--- config.mk ---
export PLATFORM = sky130hd
export DESIGN_NAME = sccb_clk_gen
export DESIGN_NICKNAME = d
export VERILOG_FILES = /design/src/rtl/sccb_clk_gen.sv
export SDC_FILE = /design/constraint.sdc
export NUM_CORES = 1
export LEC_CHECK = 0
export CORE_ASPECT_RATIO = 2
export CORE_MARGIN = 2
export CORE_UTILIZATION = 30
export DETAILED_ROUTE_END_ITERATION = 6
export SYNTH_ARGS = -nofsm -noshare
export SYNTH_HDL_FRONTEND = slang
export SYNTH_SLANG_ARGS = --single-unit
--- constraint.sdc ---
create_clock -name refclk -period 4.7 [get_ports refclk]
set_input_delay 1.41 -clock refclk [delete_from_list [all_inputs] [get_ports refclk]]
set_output_delay 1.41 -clock refclk [all_outputs]
set_load 0.02 [all_outputs]
--- src/rtl/sccb_clk_gen.sv ---
// SCCB/I2C bit-clock generator: idle-high serial clock with fall, low-mid, rise and high-mid
// phase strobes, a run-time loadable half period, and a stop that always finishes the current half.
module sccb_clk_gen #(
  parameter int unsigned CLOCK_FREQ_MHZ = 125,
  parameter int unsigned SCCB_FREQ_KHZ  = 100,
  parameter int unsigned CNT_W          = 16
) (
  input  logic             refclk,
  input  logic             rstn,
  input  logic             en,
  input  logic             div_load,
  input  logic [CNT_W-1:0] div_half,
  output logic             sccb_clk,
  output logic             fall_stb,
  output logic             lowmid_stb,
  output logic             rise_stb,
  output logic             highmid_stb,
  output logic             busy,
  output logic             done_stb
);

  localparam int unsigned HALF_CYC = CLOCK_FREQ_MHZ * 500 / SCCB_FREQ_KHZ;

  if (64'(HALF_CYC) >= (64'd1 << CNT_W)) begin : g_half_cyc_too_wide
    $error("sccb_clk_gen: HALF_CYC does not fit in CNT_W bits");
  end

  typedef enum logic [1:0] {StIdle, StRun, StStop} state_e;

  state_e           state;
  logic [CNT_W-1:0] cnt;
  logic [CNT_W-1:0] div_reg;
  logic [CNT_W-1:0] cnt_inc;
  logic [CNT_W-1:0] mid;
  logic [CNT_W-1:0] div_clamped;
  logic             half_end;

  assign cnt_inc     = cnt + CNT_W'(1);
  assign mid         = div_reg >> 1;
  assign half_end    = (cnt == div_reg - CNT_W'(1));
  // Half periods below 2 would make an edge strobe and a mid strobe collide.
  assign div_clamped = (div_half < CNT_W'(2)) ? CNT_W'(2) : div_half;

  always_ff @(posedge refclk) begin
    if (!rstn) begin
      state       <= StIdle;
      sccb_clk    <= 1'b1;
      cnt         <= '0;
      div_reg     <= CNT_W'(HALF_CYC);
      fall_stb    <= 1'b0;
      lowmid_stb  <= 1'b0;
      rise_stb    <= 1'b0;
      highmid_stb <= 1'b0;
      busy        <= 1'b0;
      done_stb    <= 1'b0;
    end else begin
      fall_stb    <= 1'b0;
      lowmid_stb  <= 1'b0;
      rise_stb    <= 1'b0;
      highmid_stb <= 1'b0;
      done_stb    <= 1'b0;
      unique case (state)
        StIdle: begin
          cnt <= '0;
          if (div_load) div_reg <= div_clamped;
          if (en) begin
            state    <= StRun;
            sccb_clk <= 1'b0;
            fall_stb <= 1'b1;
            busy     <= 1'b1;
          end
        end
        StRun, StStop: begin
          if (half_end) begin
            cnt <= '0;
            if (state == StStop) begin
              // A pending stop wins over a same-cycle re-enable; the line is left high.
              state    <= StIdle;
              sccb_clk <= 1'b1;
              rise_stb <= ~sccb_clk;
              busy     <= 1'b0;
              done_stb <= 1'b1;
            end else begin
              sccb_clk <= ~sccb_clk;
              rise_stb <= ~sccb_clk;
              fall_stb <= sccb_clk;
              state    <= en ? StRun : StStop;
            end
          end else begin
            cnt <= cnt_inc;
            if (cnt_inc == mid) begin
              lowmid_stb  <= ~sccb_clk;
              highmid_stb <= sccb_clk;
            end
            state <= en ? StRun : StStop;
          end
        end
        default: begin
          state    <= StIdle;
          sccb_clk <= 1'b1;
          cnt      <= '0;
          busy     <= 1'b0;
        end
      endcase
    end
  end

endmodule
==> metrics.txt, run 1 <==
P_leak 1.06 nW; hold violation count in the final report 0; switch share 0.267; Congestion Overflow GR 0; predominant post-synthesis flop cell dfxtp_1; ANT cells 0; hold_sp state[1]; clock root cell clkbuf_16; CP Depth 9; Synth Cell Area 2680 um^2; crit path capture type flip-flop; slowest stage delay, CP 0.75 ns; routed vias/inst 5.23; # resized after CTS 0; Reg clk slew, reported paths 0.06 ns; dominant cells by area after synthesis dfxtp_1, xnor2_1, xnor3_1; Nets 356; die height 138 um; top cell type's share of synthesized area 0.307; RSZ-0062 raised after global routing no; Hold EP state[1]; worst skew pair latency 0.29 ns; FF-to-FF Start div_reg[0]; VDD IR-drop max 0.318 mV; Clock Tree Buf Depth 2; Layout area overhead 16.5%; sequential power share 0.418; fin cells 430; worst r2r path cells 9; Pint 693 uW; DRC Markers 0; total negative setup slack 0 ns; crit-path cells inv_1 -> ha_1 -> or4b_4 -> o22ai_1 -> nand4_1 -> a21o_1 -> nor4_1 -> a211oi_1 -> o21a_1; Area after DPL 2960 um^2; skew final 0.00576 ns; Final Core Density 0.361; status completed; CTS tree yes; fin area 3120 um^2; reg2reg setup slack 1.73 ns; post-DP HPWL 5170 um; Async SR Flop Fraction 0; Highest Clock Rate 337 MHz; post-synth top area cell dfxtp_1; combinational share of power 0.171; total CTS buffers 5; via count 2251; final slew viol count 0; CP delay by family, top simple AND/OR/NAND/NOR gates; clk sink count 41; H-tree levels 2; HP Class reg2reg; first-pass GRT wire length 11000 um; Post-CTS Hold Buffers 0; EDFF count, synth 0; vias in the first global route 2237; max-cap violations 0; sequential fraction of the synthesis area 0.307; Fillers 929; fin crit share 0.632; Slew headroom 0.424; Worst path slowest cell nor4_1; Required @ worst endpoint 4.88 ns; Startpoint Class flip-flop; part of the power in the clock network 0.411; hold depth 2; final-report setup violation count 0; I/O Buffers 26; Net Sw Power 252 uW; io pins 27; final wirelength 6550 um; Routed Antenna Nets 0; starting DRC count in detailed routing 30; Starting Density 0.310; flops & latches, synth 41; pin count of the biggest net entering global routing 29; total track usage 0.144; Bufs and invs on worst path 1; WS Path Type reg2reg; critical path arrival 3.15 ns; area of the die 9740 um^2; synth warn 0; cell count after placement 423; syn nets 347; minimum clock period 2.97 ns; Post-CTS Setup Bufs 0; initial antenna violation count 0; Least-Margin Pin Slew 0.856 ns; Routed wire per std cell 15.2 um; Die W 70.8 um; syn avg cell area 8.34 um^2; Core Area 8650 um^2; Pre-antenna DRT Iters 4; Core Rows 48; RD Place Congestion 0.883; layout cells sized above 1 0.0424; Post-Synthesis Cells 321; post-synth cell types 43; Max FO, Critical Path 6; pwr/cell area 303 nW/um^2; Reg2Reg Capture Point state[0]; Design Power 945 uW
per-layer routing:
metal | vias up | track usage | part of all wire
met3 | 12 | 0.0168 | 0.024
li1 | 1132 | - | -
met2 | 39 | 0.281 | 0.57
met4 | 0 | 0.0849 | 0.041
met5 | - | 0 | 0
met1 | 1068 | 0.140 | 0.37
worst register-to-register path, delay by kind of cell (launching register included):
family	cells	cell delay (ns)
AOI/OAI and AO/OA	4	0.75
adders and majority gates	1	0.25
buffers and inverters	1	0.12
DFF	1	0.34
and+or+nand+nor	3	1.42
power groups by stage:
stage / Combinational (mW) / Sequential (mW) / Clock (mW)
6_report: 0.162 / 0.395 / 0.388
5_1_grt: 0.180 / 0.398 / 0.409
4_1_cts: 0.164 / 0.395 / 0.397
3_5_place_dp: 0.163 / 0.402 / 0
3_3_place_gp: 0.162 / 0.402 / 0
2_1_floorplan: 0.121 / 0.391 / 0
layout make-up:
type	count	area (um^2)	share of cell area
clock buffer	5	125	0.0401
clock inverter	2	35.0	0.0112
inverter	11	41.3	0.0132
multi-input combinational	245	1710	0.549
sequential	41	821	0.263
tap	100	125	0.0401
timing repair buffer	26	260	0.0834
stage by stage:
step / hold WS [ns] / setup WS, ns
2_1_floorplan: 0.460 / 2.05
3_3_place_gp: 0.477 / 1.54
3_5_place_dp: 0.490 / 1.50
4_1_cts: 0.499 / 1.71
5_1_grt: 0.517 / 1.44
6_report: 0.493 / 1.73
placed cells by master (no fill, tap or decap), types with 9 or more instances in the layout:
master,synthesis,routed
nand2_1,44,44
dfxtp_1,41,41
xnor2_1,28,28
clkdlybuf4s50_1,0,26
nor2_1,25,25
nor4_1,15,15
xor2_1,15,15
nand3_1,15,15
nor3_1,12,12
inv_1,11,11
a21boi_0,10,10
xnor3_1,9,9
worst max-delay path by stage:
stage                           to  startpoint
final                     state[0]  div_reg[0]
after detailed placement   cnt[10]        rstn
after CTS                   cnt[8]  div_reg[0]
after floorplan            cnt[12]  div_reg[0]
after global routing      state[0]  div_reg[0]
after global placement      cnt[8]        rstn
Yosys cell counts, drive strengths merged (7+ instances only):
| library cell | count |
|---|---|
| nand3 | 15 |
| dfxtp | 41 |
| nor3 | 12 |
| xor2 | 15 |
| nand4 | 7 |
| xnor2 | 28 |
| nor4 | 16 |
| clkbuf | 19 |
| xnor3 | 9 |
| nor2 | 25 |
| inv | 11 |
| nand2 | 44 |
| a21boi | 10 |
cells by family after synthesis:
group | Yosys count | share of synthesized area
adders and majority gates | 6 | 0.0280
AOI/OAI and AO/OA | 44 | 0.120
xor gates and xnor gates | 52 | 0.216
muxes | 2 | 0.00748
and+or+nand+nor | 141 | 0.268
DFF | 41 | 0.307
buffers and inverters | 35 | 0.0537
No activity file was read; power rests on OpenSTA's default activity.
==> inputs of run 2 (changes only) <==
Clock period 4.7 ns to 2.9 ns, I/O delays scaled along.
==> run 2 against run 1 <==
  * Global-route usage is 0.51 points higher
  * First-iteration DRC count is 43% higher
  * Utilization is 1.4 points higher
  * Critical path depth stayed put
  * Sequential cell count stayed put
  * Combinational power is 80% higher
  * Via count is 3.1% higher
  * Power is 67% higher
  * Die area stayed put
  * Clock power is 69% higher
  * Highest routed layer unchanged
==> metrics.txt, run 2 (same netlist as run 1, synthesis figures left out) <==
HP Class reg2reg (unchanged); Highest Clock Rate 363 MHz (was 337 MHz); VDD IR-drop max 0.442 mV (was 0.318 mV); fin crit share 0.950 (was 0.632); RSZ-0062 raised after global routing no (unchanged); hold violation count in the final report 0 (unchanged); Reg clk slew, reported paths 0.06 ns (about the same); H-tree levels 2 (unchanged); worst skew pair latency 0.29 ns (about the same); Pint 1.17 mW (was 693 uW); minimum clock period 2.76 ns (was 2.97 ns); ANT cells 0 (unchanged); via count 2320 (was 2251); final slew viol count 0 (unchanged); RD Place Congestion 0.888 (was 0.883); Congestion Overflow GR 0 (unchanged); skew final 0.00309 ns (was 0.00576 ns); commonest cells after routing, fill and taps aside nand2_1, dfxtp_1, xnor2_1 (unchanged); WS Path Type reg2reg (unchanged); total track usage 0.149 (was 0.144); initial antenna violation count 0 (unchanged); clock root cell clkbuf_16 (unchanged); die height 138 um (unchanged); routed vias/inst 5.25 (was 5.23); max-cap violations 0 (unchanged); Post-CTS Hold Buffers 0 (unchanged); switch share 0.261 (was 0.267); Clock Tree Buf Depth 2 (unchanged); clk sink count 41 (unchanged); part of the power in the clock network 0.414 (was 0.411); crit path capture type flip-flop (unchanged); critical path arrival 2.93 ns (was 3.15 ns); Core Rows 48 (unchanged); Startpoint Class flip-flop (unchanged); combinational share of power 0.185 (was 0.171); Routed wire per std cell 15.3 um (was 15.2 um); multi-input logic area 1730 um^2 (was 1710 um^2); Nets 367 (was 356); total negative setup slack 0 ns (unchanged); starting DRC count in detailed routing 43 (was 30); hold slack 0.483 ns (was 0.493 ns); Required @ worst endpoint 3.07 ns (was 4.88 ns); post-DP HPWL 5380 um (was 5170 um); most common cell after layout, fill and taps aside nand2_1 (unchanged); pin count of the biggest net entering global routing 21 (was 29); Starting Density 0.310 (unchanged); Max FO, Critical Path 5 (was 6); Worst path slowest cell or4b_4 (was nor4_1); Fillers 922 (was 929); vias in the first global route 2349 (was 2237); I/O Buffers 26 (unchanged); total CTS buffers 5 (unchanged); sequential power share 0.401 (was 0.418); Layout area overhead 21.0% (was 16.5%); pwr/cell area 488 nW/um^2 (was 303 nW/um^2); area of the die 9740 um^2 (unchanged); DRC Markers 0 (unchanged); first-pass GRT wire length 11300 um (was 11000 um); CTS tree yes (unchanged); slowest stage delay, CP 0.59 ns (was 0.75 ns); Slew headroom 0.616 (was 0.424); layout cells sized above 1 0.0789 (was 0.0424); final wirelength 6780 um (was 6550 um); Least-Margin Pin Slew 0.574 ns (was 0.856 ns); Core Area 8650 um^2 (unchanged); P_leak 1.13 nW (was 1.06 nW); final-report setup violation count 0 (unchanged); Net Sw Power 413 uW (was 252 uW); Die W 70.8 um (unchanged); io pins 27 (unchanged); Routed Antenna Nets 0 (unchanged); sequential cell area 821 um^2 (unchanged); Pre-antenna DRT Iters 4 (unchanged); crit-path cells inv_1 -> ha_1 -> or4b_4 -> nor4_2 -> o32a_2 -> a21oi_1 -> or4b_4 -> nor4_2 -> nor3_1 (was inv_1 -> ha_1 -> or4b_4 -> o22ai_1 -> nand4_1 -> a21o_1 -> nor4_1 -> a211oi_1 -> o21a_1); status completed (unchanged)
==> run 2: per-layer routing <==
metal / up-vias / share of wire / GRT usage
met2: 52 / 0.58 / 0.290
met1: 1090 / 0.34 / 0.139
met4: 0 / 0.054 / 0.101
met5: - / 0 / 0
met3: 18 / 0.023 / 0.0183
li1: 1160 / - / -
==> run 2: worst paths after layout <==
check | start | to | slack, ns | cells past startpoint
worst min-delay path | sccb_clk | lowmid_stb | 0.48 | 1
worst max register to register | div_reg[0] | sccb_clk | 0.14 | 9
worst min register to register | sccb_clk | lowmid_stb | 0.48 | 1
worst max-delay path | div_reg[0] | sccb_clk | 0.14 | 9
==> run 2: timing repair <==
item	in CTS	in global routing
gates resized for setup	0	2
endpoints found under the hold margin	0	0
setup buffers	0	1
endpoints found under the setup margin	0	17
==> run 2: worst max-delay path: cells and delay by family (launching register included) <==
kind / cells / cell delay, ns
compound gates: 2 / 0.25
fa+ha+maj: 1 / 0.18
buf+inv: 1 / 0.12
flops: 1 / 0.34
simple gates: 5 / 1.75
==> run 2: final cells by class <==
type / instances / share of cell area
multi-input cells: 245 / 0.532
flip-flops and latches: 41 / 0.253
repair buffers: 37 / 0.110
clock buffers: 7 / 0.0440
well taps: 100 / 0.0386
inverters: 11 / 0.0127
clock inverters: 1 / 0.00927
==> run 2: power groups by stage <==
stage	clock, mW	combinational (mW)	sequential [mW]
3_5_place_dp	0	0.285	0.647
2_1_floorplan	0	0.195	0.634
5_1_grt	0.682	0.322	0.640
3_3_place_gp	0	0.281	0.647
4_1_cts	0.671	0.287	0.634
6_report	0.655	0.292	0.635
==> run 2: through the flow <==
stage,power (mW),utilization,instance area (um^2),instances,worst slack [ns]
floorplan,0.829,-,2680,321,0.247
global placement,0.928,0.351,3040,433,0.151
detailed placement,0.931,0.351,3040,433,0.0297
CTS,1.59,0.371,3210,441,0.00685
global route,1.64,0.375,3240,442,0.00969
finish,1.58,0.375,3240,442,0.145
==> patch 1: new RTL, flow settings as in run 2 <==
Register the output `done_stb` once more, with the module's reset; this adds one clock of latency there. The other outputs are not delayed to match.
--- a/src/rtl/sccb_clk_gen.sv
+++ b/src/rtl/sccb_clk_gen.sv
@@ -21,4 +21,6 @@
 
   localparam int unsigned HALF_CYC = CLOCK_FREQ_MHZ * 500 / SCCB_FREQ_KHZ;
+
+  logic done_stb_s0;
 
   if (64'(HALF_CYC) >= (64'd1 << CNT_W)) begin : g_half_cyc_too_wide
@@ -53,5 +55,5 @@
       highmid_stb <= 1'b0;
       busy        <= 1'b0;
-      done_stb    <= 1'b0;
+      done_stb_s0 <= 1'b0;
     end else begin
       fall_stb    <= 1'b0;
@@ -59,5 +61,5 @@
       rise_stb    <= 1'b0;
       highmid_stb <= 1'b0;
-      done_stb    <= 1'b0;
+      done_stb_s0 <= 1'b0;
       unique case (state)
         StIdle: begin
@@ -80,5 +82,5 @@
               rise_stb <= ~sccb_clk;
               busy     <= 1'b0;
-              done_stb <= 1'b1;
+              done_stb_s0 <= 1'b1;
             end else begin
               sccb_clk <= ~sccb_clk;
@@ -106,3 +108,11 @@
   end
 
+  always_ff @(posedge refclk) begin
+    if (!rstn) begin
+      done_stb <= '0;
+    end else begin
+      done_stb <= done_stb_s0;
+    end
+  end
+
 endmodule
Formal check against the unedited RTL: not equivalent (a bounded check fails within 4 cycles, from zero or initial values and one cycle with rstn low).
==> patch 1 against run 2 <==
  * Area after synthesis up 5.0%
  * Final cell count up 6.3%
  * Clock skew about the same
  * Synthesized cell count is 6.9% higher
  * Wire length up 12%
  * Cell area rose by 4.7%
  * Utilization decreased by 0.84 points
  * Sequential power rose by 4.3%
  * Setup slack got worse by 0.058 ns
  * Total power grew 4.2%
  * Combinational power up 39%
  * Maximum frequency shrank 2.1%
  * Sequential cell count increased by 1
  * Critical path type unchanged
==> patch 1: results (changes against run 2) <==
- Top_reg_cell synth: dfxtp_1 (unchanged)
- Worst vdd ir: 0.000419 V (was 0.000442 V)
- Number of DRC markers in iteration 0: 42 (was 43)
- First-pass GRT wire length: 12100 um (was 11300 um)
- Hold crit path type: flop to flop (unchanged)
- Status: completed (unchanged)
- Synth area leaders: dfxtp_1, xnor2_1, xor2_1, nand2_1, nor2_1 (was dfxtp_1, xnor2_1, xnor3_1, nand2_1, xor2_1)
- Placed Area: 0.00321 mm^2 (was 0.00304 mm^2)
- Nets: 391 (was 367)
- Crit path max-delay cell type: or4_1 (was or4b_4)
- Fraction of layout cells with a size suffix above 1: 10.4% (was 7.89%)
- Dpl hpwl: 5990 um (was 5380 um)
- Total Routed Length: 7580 um (was 6780 um)
- Post-DR vias/cell: 5.35 (was 5.25)
- Mapped Nets: 369 (was 347)
- Clock Skew: 0.00343 ns (was 0.00309 ns)
- Vias in the first global route: 2475 (was 2349)
- Fillers: 957 (was 922)
- GRT Total Usage: 15.7% (was 14.9%)
- Critical Path Max Stage Delay: 0.66 ns (was 0.59 ns)
- Post-synthesis sequential area ratio: 29.9% (was 30.7%)
- DP Worst Slack: 0.129 ns (was 0.0297 ns)
- P_leak: 0.00126 uW (was 0.00113 uW)
- Cell variety after synth: 63 (was 43)
- Largest net degree at the start of global routing: 25 (was 21)
- Worst-path maximum fanout: 6 (was 5)
- Arr. time, crit path: 2.99 ns (was 2.93 ns)
- Slew margin rel.: 61.4% (was 61.6%)
- RePlAce Congestion: 0.857 (was 0.888)
- Top cells by count, synth: dfxtp_1, nand2_1, nor2_1 (was nand2_1, dfxtp_1, xnor2_1)
[patch 1: layout make-up]
| type | instances | area (um^2) | share of cell area (%) |
|---|---|---|---|
| multi-input combinational | 260 | 1830 | 53.9 |
| inverter | 14 | 52.6 | 1.55 |
| sequential | 42 | 841 | 24.8 |
| clock inverter | 1 | 5.00 | 0.148 |
| tap | 104 | 130 | 3.84 |
| clock buffer | 7 | 143 | 4.21 |
| timing repair buffer | 42 | 393 | 11.6 |
[patch 1: final timing paths]
kind	from	end	slack (ns)	cells after the start
min reg2reg	done_stb_s0$_SDFF_PN0_	done_stb$_SDFF_PN0_	0.44	1
max	div_reg[1]$_SDFFE_PN0P_	busy$_SDFFE_PN0P_	0.09	8
max reg2reg	div_reg[1]$_SDFFE_PN0P_	busy$_SDFFE_PN0P_	0.09	8
min	done_stb_s0$_SDFF_PN0_	done_stb$_SDFF_PN0_	0.44	1
[patch 1: through the flow]
stage	hold WS [ns]	instances
floorplan	0.412	343
global route	0.486	470
CTS	0.442	469
detailed placement	0.427	461
finish	0.441	470
global placement	0.422	461
[patch 1: routing by layer]
metal	wire length, um	GRT usage (%)
met1	2620	14.8
met2	4380	30.1
met3	172	1.86
met4	414	10.2
met5	0	0
[patch 1: power by group]
part           switching [uW]  internal, uW
clock                     239           342
sequential               48.9           613
combinational             214           191
total                     501          1150
[patch 1: what timing repair did]
item                       in CTS  in global routing
setup endpoints to repair       0                 23
gates resized for setup         0                  6
setup buffers                   0                  1
[patch 1: kinds of logic (layout without fill, tap and decap cells)]
group | after synthesis | after routing | share of synthesized area (%)
AO/OA/AOI/OAI | 52 | 52 | 14.0
flip-flops | 42 | 42 | 29.9
buffers and inverters | 41 | 64 | 6.18
adder cells (fa/ha/maj) | 6 | 6 | 2.67
XOR/XNOR | 47 | 47 | 16.7
AND/OR/NAND/NOR | 152 | 152 | 29.5
multiplexers | 3 | 3 | 1.07
==> patch 2: new RTL, flow settings as in run 2 <==
Made on the original files. The parameter `CNT_W` goes from 16 to 17.
--- a/src/rtl/sccb_clk_gen.sv
+++ b/src/rtl/sccb_clk_gen.sv
@@ -4,5 +4,5 @@
   parameter int unsigned CLOCK_FREQ_MHZ = 125,
   parameter int unsigned SCCB_FREQ_KHZ  = 100,
-  parameter int unsigned CNT_W          = 16
+  parameter int unsigned CNT_W          = 17
 ) (
   input  logic             refclk,
Ports: changed (resized div_half); port bits go from 27 to 28. The function was not compared with the original's and may differ.
==> patch 2 against run 2 <==
  * Wire length grew 20%
  * Setup slack gained 0.010 ns
  * Utilization shrank 0.67 points
  * Area after synthesis grew 6.6%
  * Die area grew 6.3%
  * Sequential cell count grew 2
  * Sequential share of layout area shrank 0.24 points
  * Critical path depth is the same
  * Cell area grew 5.9%
  * Total power grew 8.0%
  * Largest power group is now sequential cells
==> patch 2: results (changes against run 2) <==
- Non-clock buffers: 44 (was 37)
- Synth area leaders: dfxtp_1, xnor2_1, xor2_1, nand2_1, nor2_1 (was dfxtp_1, xnor2_1, xnor3_1, nand2_1, xor2_1)
- Reg area: 861 um^2 (was 821 um^2)
- Status: completed (unchanged)
- Share of synthesized registers carrying an async set or reset: 0% (unchanged)
- Clock Skew: 0.00406 ns (was 0.00309 ns)
- Nets: 407 (was 367)
- Worst vdd ir: 0.000266 V (was 0.000442 V)
- Adder-cell share of the synthesized area: 2.63% (was 2.80%)
- Cell variety after synth: 52 (was 43)
- Worst-path maximum fanout: 6 (was 5)
- First-pass GRT wire length: 13000 um (was 11300 um)
- Post-synthesis sequential area ratio: 30.2% (was 30.7%)
- Wire length per cell: 16.8 um (was 15.3 um)
- M3 GR Usage: 1.35% (was 1.83%)
- Top cells by count, synth: nand2_1, dfxtp_1, nor2_1 (was nand2_1, dfxtp_1, xnor2_1)
- Non-clk buf share: 12.0% (was 11.0%)
- Largest net degree at the start of global routing: 17 (was 21)
- Fillers: 964 (was 922)
- Vias in the first global route: 2701 (was 2349)
- WHS Endpoint: div_reg[16]$_SDFFE_PN0P_ (was lowmid_stb$_SDFF_PP0_)
- Hold path depth: 2 (was 1)
- Post-synthesis mux area share: 1.05% (was 0.748%)
- Clock Network Area Fraction: 4.56% (was 5.33%)
- Critical Path Max Stage Delay: 0.50 ns (was 0.59 ns)
- Mapped Nets: 385 (was 347)
- Min Hold Slack: 0.512 ns (was 0.483 ns)
- Multi-input combinational area share: 53.1% (was 53.2%)
- Non-CTS inverters: 14 (was 11)
- Synth Area in Compound Gates: 10.4% (was 12.0%)
- Cts repair resizes: 0 (unchanged)
- Grt met2 use: 32.8% (was 29.0%)
- Arr. time, crit path: 2.98 ns (was 2.93 ns)
- GRT Total Usage: 16.5% (was 14.9%)
- P_leak: 0.00124 uW (was 0.00113 uW)
- RePlAce Congestion: 0.936 (was 0.888)
- Finished Layout Cells: 485 (was 442)
- DP Worst Slack: 0.0424 ns (was 0.0297 ns)
- Xor/xnor cell area share of the yosys netlist: 19.6% (was 21.6%)
- Core footprint: 0.00932 mm^2 (was 0.00865 mm^2)
- Placed Cells: 476 (was 433)
- Dpl hpwl: 6700 um (was 5380 um)
- Clock buf count: 8 (was 7)
- Hold Crit Start: div_reg[16]$_SDFFE_PN0P_ (was sccb_clk$_SDFFE_PN1P_)
- Vias after detailed routing: 2609 (was 2320)
- Placed Area: 0.00325 mm^2 (was 0.00304 mm^2)
- Area taken by multi-input logic gates: 0.00182 mm^2 (was 0.00173 mm^2)
- FF+latch count: 43 (was 41)
## patch 2: cell count changes in the layout (fill, tap and decap cells not counted), sizes merged, moves of 4 or more
cell | run 2 | this run
a21boi | 10 | 0
a21oi | 6 | 13
buf | 11 | 17
nand2 | 44 | 51
nand3 | 15 | 19
nor2 | 25 | 32
nor4 | 16 | 12
or3 | 0 | 4
xnor3 | 9 | 5
xor2 | 15 | 23
## patch 2: worst reg2reg max path: stages, from the launching register on
cell and delay (ns):
dfxtp_1 0.36, inv_1 0.10, ha_2 0.22, or4b_4 0.50, or3_1 0.36, o32a_1 0.24, a211oi_2 0.25, and4_4 0.30
mux2i_1 0.19, o311a_1 0.17
## patch 2: layer usage
layer  wire, um  vias up  part of all wire [%]
met5          0        -                     0
met4        378        0                   4.6
met3        164       18                   2.0
met2       4870       62                    60
met1       2720     1245                    33
li1           -     1284                     -
## patch 2: power breakdown
group	leakage (uW)	total, uW	switching, uW	internal [uW]
Combinational	0.000807	423	227	196
Sequential	0.000351	689	60.7	628
Clock	0.0000772	595	229	367
